===== src/rtl/uart_tx_queue.sv =====
// Byte FIFO plus cycle-counted pacer feeding the uart transmit side.
// One byte per frame slot; tx_dte is held for DTE_CYCLES at the start of each slot.
module uart_tx_queue #(
  parameter int unsigned DEPTH        = 16,
  parameter int unsigned FRAME_CYCLES = 114584,
  parameter int unsigned DTE_CYCLES   = 652
) (
  input  logic                     clk,
  input  logic                     reset,
  input  logic [7:0]               wr_data,
  input  logic                     wr_en,
  output logic                     full,
  output logic                     empty,
  output logic [$clog2(DEPTH):0]   count,
  output logic                     overflow,
  output logic [7:0]               tx_data,
  output logic                     tx_dte,
  output logic                     busy
);

  localparam int unsigned AW = $clog2(DEPTH);
  localparam int unsigned CW = AW + 1;
  localparam int unsigned SW = $clog2(FRAME_CYCLES + 1);

  typedef enum logic [1:0] {
    IDLE,
    STROBE,
    GAP
  } state_t;

  state_t          state, state_nxt;
  logic [7:0]      mem [DEPTH];
  logic [AW-1:0]   wptr, rptr;
  logic [SW-1:0]   slot_cnt;
  logic            pop_c;
  logic            wr_ok_c;
  logic [CW-1:0]   count_nxt_c;

  // Full is judged on the pre-edge occupancy, so a write while full is dropped even on a pop edge.
  assign wr_ok_c     = wr_en && !full;
  assign count_nxt_c = count + CW'(wr_ok_c) - CW'(pop_c);

  always_ff @(posedge clk) begin
    if (reset) state <= IDLE;
    else       state <= state_nxt;
  end

  // Slot sequencing: pop on leaving IDLE and at the end of each slot while data is waiting.
  always_comb begin
    state_nxt = state;
    pop_c     = 1'b0;
    case (state)
      IDLE: begin
        if (!empty) begin
          pop_c     = 1'b1;
          state_nxt = STROBE;
        end
      end
      STROBE: begin
        if (slot_cnt == SW'(DTE_CYCLES)) state_nxt = GAP;
      end
      GAP: begin
        if (slot_cnt == SW'(FRAME_CYCLES)) begin
          if (!empty) begin
            pop_c     = 1'b1;
            state_nxt = STROBE;
          end else begin
            state_nxt = IDLE;
          end
        end
      end
      default: state_nxt = IDLE;
    endcase
  end

  // Storage array needs no reset; pointers and occupancy decide what is valid.
  always_ff @(posedge clk) begin
    if (wr_ok_c) mem[wptr] <= wr_data;
  end

  always_ff @(posedge clk) begin
    if (reset) begin
      wptr     <= '0;
      rptr     <= '0;
      count    <= '0;
      empty    <= 1'b1;
      full     <= 1'b0;
      overflow <= 1'b0;
      tx_data  <= 8'h00;
      tx_dte   <= 1'b0;
      busy     <= 1'b0;
      slot_cnt <= '0;
    end else begin
      if (wr_ok_c) wptr <= wptr + AW'(1);
      if (wr_en && full) overflow <= 1'b1;
      count <= count_nxt_c;
      empty <= (count_nxt_c == CW'(0));
      full  <= (count_nxt_c == CW'(DEPTH));
      if (pop_c) begin
        tx_data  <= mem[rptr];
        rptr     <= rptr + AW'(1);
        slot_cnt <= SW'(1);
      end else if (state_nxt == IDLE) begin
        slot_cnt <= '0;
      end else begin
        slot_cnt <= slot_cnt + SW'(1);
      end
      tx_dte <= (state_nxt == STROBE);
      busy   <= (state_nxt != IDLE);
    end
  end

endmodule


===== config.mk =====
export PLATFORM = sky130hd
export DESIGN_NAME = uart_tx_queue
export DESIGN_NICKNAME = d
export VERILOG_FILES = /design/src/rtl/uart_tx_queue.sv
export SDC_FILE = /design/constraint.sdc
export NUM_CORES = 1
export LEC_CHECK = 0
export CAP_MARGIN = 20
export CORE_ASPECT_RATIO = 0.9
export CORE_MARGIN = 5
export CORE_UTILIZATION = 55
export DETAILED_ROUTE_END_ITERATION = 6
export PLACE_DENSITY_LB_ADDON = 0.3
export SYNTH_ARGS = -nofsm -noshare
export SYNTH_HDL_FRONTEND = slang
export SYNTH_SLANG_ARGS = --single-unit

===== constraint.sdc =====
create_clock -name clk -period 3.7 [get_ports clk]
set_input_delay 0.74 -clock clk [delete_from_list [all_inputs] [get_ports clk]]
set_output_delay 0.74 -clock clk [all_outputs]
set_load 0.02 [all_outputs]

==> out/metrics.sh <==
FP.DIEH_UM=116
CRITICAL_PATH.STARTPOINT_TYPE='flip-flop'
P_LEAK_nW=2.64
TIMING_WORST_SLEW_PIN_VALUE_PS=866
MOST_REPEATED_CELL_IN_THE_GATE_LEVEL_NETLIST_AFTER_SYNTHESIS='sky130_fd_sc_hd__edfxtp_1'
CELLPOWERDENSITY_nW_PER_UM2=626
NUMBER_OF_SYNTHESIZED_FLOPS_WITH_AN_ENABLE_PIN=128
FINAL_CORE_UTILIZATION_PCT=65.8
FIRST_ITER_VIOLATIONS=401
GRT_MAX_DEGREE=35
CLK_TRANSITION_REPORTED_PATHS_PS=60
RSZ0062_AT_GRT='false'
POST_SYNTH_MAIN_AREA_CONTRIBUTORS='sky130_fd_sc_hd__edfxtp_1 (56%), sky130_fd_sc_hd__dfxtp_1 (13%), sky130_fd_sc_hd__mux4_2 (9.8%)'
FRACTION_OF_FINAL_LAYOUT_CELLS_WITH_DRIVE_STRENGTH_GREATER_THAN_1_PCT=15.6
MAPPEDNETLISTAREA_UM2=6910
H-TREE-DEPTH=4
POST_DRT_WL_PER_CELL_UM=20.2
COUNT_OF_ENDPOINTS_FAILING_SETUP_IN_THE_FINAL_REPORT=0
WORST_SLEW_MARGIN_PCT=42.0
REG2REG_SETUP_SLACK_PS=460
LAYOUT_WORST_PATH_CYCLE_SHARE_PCT=87.6
FINCLKSKEW_PS=10.1
TIMING.SETUP.TNS_PS=0
POST-ROUTE-MIN-PERIOD_PS=3240
DRT.ANTENNA.VIOLATING_NETS=0
ENDPOINT_REQUIRED_TIME_ON_THE_CRITICAL_PATH_PS=4020
SYNTH_SEQ_CELLS=173
FF2FF_PATH_DEPTH=15
SYNTH-SEQ-AREA-SHARE_PCT=68.7
ROWS=38
SYN_NETS=473
CRIT_PATH_MAX_FANOUT=6
CLKLATENCYLATEPIN_PS=420
GLOBAL_ROUTE.OVERFLOW_TOTAL=0
CTS.HOLD.BUFFERS_ADDED=0
NUM-NETS-FINAL=517
RUN_STATUS='finished clean'
CRITPATHARRIVALTIME_PS=3560
ACHIEVABLE-FREQUENCY_GHz=0.309
DETAILROUTE.VIA_COUNT=3817
CLOCK_PATH_BUFFERS=2
NUMBER_OF_BUFFERS_INSERTED_TO_REPAIR_SETUP_AFTER_CTS=0
SETUP.WORST_PATH.START='slot_cnt[0]$_SDFF_PP0_'
FLOORPLAN.INITIALDENSITY_PCT=56.8
PLACE.DETAILED.HPWL_MM=8.66
SYNTH_WARNINGS=0
AVGSYNTHCELLAREA_UM2=15.4
PLACED_CELLS_INCL_TAPS=634
ROUTED_VIA_DENSITY=5.73
FP.DIEW_UM=128
ANTENNA-DIODE-COUNT=0
CRIT-REG2REG-CAPTURE='full$_SDFF_PP0_'
GRT_USAGE_PCT=19.6
P_TOTAL_W=0.00502
MAX-CAP-VIOLATIONS=0
RELATIVE_AREA_CHANGE_FROM_SYNTHESIS_TO_FINAL_LAYOUT_PCT=15.9
HOLDCRITPATHCLASS='reg2reg'
POST-SYNTH-TOP-AREA-FRACTION_PCT=55.6
DIEAREA_UM2=14900
COUNT_OF_FINAL_HOLD_CHECK_VIOLATIONS=0
VDD_IR_DROP_MAX_uV=374
SYNTH_TOP_CELLS_BY_COUNT='sky130_fd_sc_hd__edfxtp_1 (128), sky130_fd_sc_hd__dfxtp_1 (45), sky130_fd_sc_hd__nor2_1 (44)'
FINISH.CELL_COUNT_WITHOUT_FILLERS=666
CRITICALPATHCATEGORY='reg2reg'
ROUTE.FINAL.WIRE_LENGTH_MM=13.4
TRITONCTS='done'
POSTSYNTHCELLCOUNT=449
DRC=0
CORE_AREA_UM2=12200
NUMPORTBUFFERS=28
ROOT_BUFFER='sky130_fd_sc_hd__clkbuf_16'
NUM_IO_PINS=29
ANTENNA_FOUND_INITIAL=0
CRIT-REG2REG-LAUNCH='slot_cnt[0]$_SDFF_PP0_'
RD_PLACE_CONGESTION=0.857
CLOCK_SINK_COUNT=173
NETLIST-CELL-TYPE-COUNT=38
POSTSYNTH.ASYNCRESETSHARE_PCT=0
POST_CTS.RESIZED_INSTANCES=0
FINALMAXSLEWVIOLATIONS=0
SYNTH_AREA_LEADER_CELL='sky130_fd_sc_hd__edfxtp_1'
GRT_FIRST_PASS_WIRELENGTH_MM=21.7
POST_SYNTH_TOP_FLOP='sky130_fd_sc_hd__edfxtp_1'
VIAS_IN_THE_FIRST_GLOBAL_ROUTE=3837
CP-ENDPOINT='full$_SDFF_PP0_'
END_KIND='flip-flop'
DRT_PASS1_ITERATIONS=4
CTS_INSERTED_BUFFERS=17
how the worst min path moves through the flow:
stage | startpoint | to | slack, ps | depth (start not counted)
2_1_floorplan | state[1]$_SDFF_PP0_ | busy$_SDFF_PP0_ | 480 | 2
3_3_place_gp | tx_data[2]$_SDFFE_PP0P_ | tx_data[2]$_SDFFE_PP0P_ | 440 | 2
3_5_place_dp | tx_data[3]$_SDFFE_PP0P_ | tx_data[3]$_SDFFE_PP0P_ | 450 | 2
4_1_cts | tx_data[3]$_SDFFE_PP0P_ | tx_data[3]$_SDFFE_PP0P_ | 460 | 2
5_1_grt | tx_data[5]$_SDFFE_PP0P_ | tx_data[5]$_SDFFE_PP0P_ | 490 | 2
6_report | tx_data[3]$_SDFFE_PP0P_ | tx_data[3]$_SDFFE_PP0P_ | 460 | 2
cell families (layout without fill, tap and decap cells):
family | after synthesis | count (layout) | share of synthesized area, %
flops | 173 | 173 | 68.7
simple gates | 115 | 115 | 8.31
compound gates | 52 | 52 | 4.93
buf+inv | 37 | 94 | 2.06
mux | 36 | 36 | 10.6
xor+xnor | 23 | 23 | 2.92
fa+ha+maj | 13 | 13 | 2.46
through the flow:
stage                     instance area [um2]  setup slack (ps)  hold WS (ps)
after detailed placement                 7460               455           454
after global placement                   7460               557           444
after CTS                                8010               443           462
after global routing                     8010               304           491
after floorplan                          6910               420           475
final                                    8010               460           457
registers in the layout (all words and copies together) (netlist names):
signal and flops:
slot_cnt 17, tx_data 8, full 1, overflow 1
count 5, rptr 4, empty 1, mem 128
busy 1, tx_dte 1, wptr 4, state 2
routing by layer:
| metal | GRT usage, % | vias up | share of wire (%) |
|---|---|---|---|
| met2 | 30.2 | 109 | 49 |
| met4 | 6.22 | 0 | 1.4 |
| met3 | 4.66 | 18 | 6.3 |
| met5 | 0 | - | 0 |
| met1 | 28.2 | 1910 | 44 |
| li1 | - | 1780 | - |
cell type report:
class,instances,area (um2)
Sequential cell,173,4750
Fill cell,864,4160
Multi-Input combinational cell,239,2020
Clock buffer,23,458
Timing Repair Buffer,46,428
Tap cell,160,200
Clock inverter,9,95.1
Inverter,16,60.1
power by group:
part           leakage (nW)  switching [W]  internal (W)
sequential             1.52       0.000117       0.00222
clock                 0.270       0.000673       0.00100
combinational         0.847       0.000518      0.000487
total                  2.64        0.00131       0.00371
critical path: stages (launching register included):
cell and delay (ps):
sky130_fd_sc_hd__dfxtp_1 350, sky130_fd_sc_hd__inv_1 110, sky130_fd_sc_hd__ha_1 160, sky130_fd_sc_hd__nand4bb_1 120, sky130_fd_sc_hd__or4b_4 560, sky130_fd_sc_hd__o31a_1 280
sky130_fd_sc_hd__inv_1 70, sky130_fd_sc_hd__ha_1 120, sky130_fd_sc_hd__inv_1 40, sky130_fd_sc_hd__ha_1 190, sky130_fd_sc_hd__fa_1 410, sky130_fd_sc_hd__a21o_1 180
sky130_fd_sc_hd__a21oi_1 180, sky130_fd_sc_hd__xnor2_1 150, sky130_fd_sc_hd__nor2_1 70, sky130_fd_sc_hd__and2_1 160
layout by cell type, fill, tap and decap left out, drive strengths merged, types with 3 or more instances in the layout:
cell type,instances
o21ai,3
xor2,13
clkinv,6
clkbuf,23
buf,18
nand4,5
a21oi,16
a31oi,3
nand2,19
nor2b,7
and3,4
clkdlybuf4s50,28
inv,16
a22oi,16
nor3,7
edfxtp,128
nand3,6
dfxtp,45
or3,3
nand2b,4
ha,12
mux4,30
xnor2,10
nor2,44
mux2i,6
a21o,12
(Power assumes the default switching activity.)
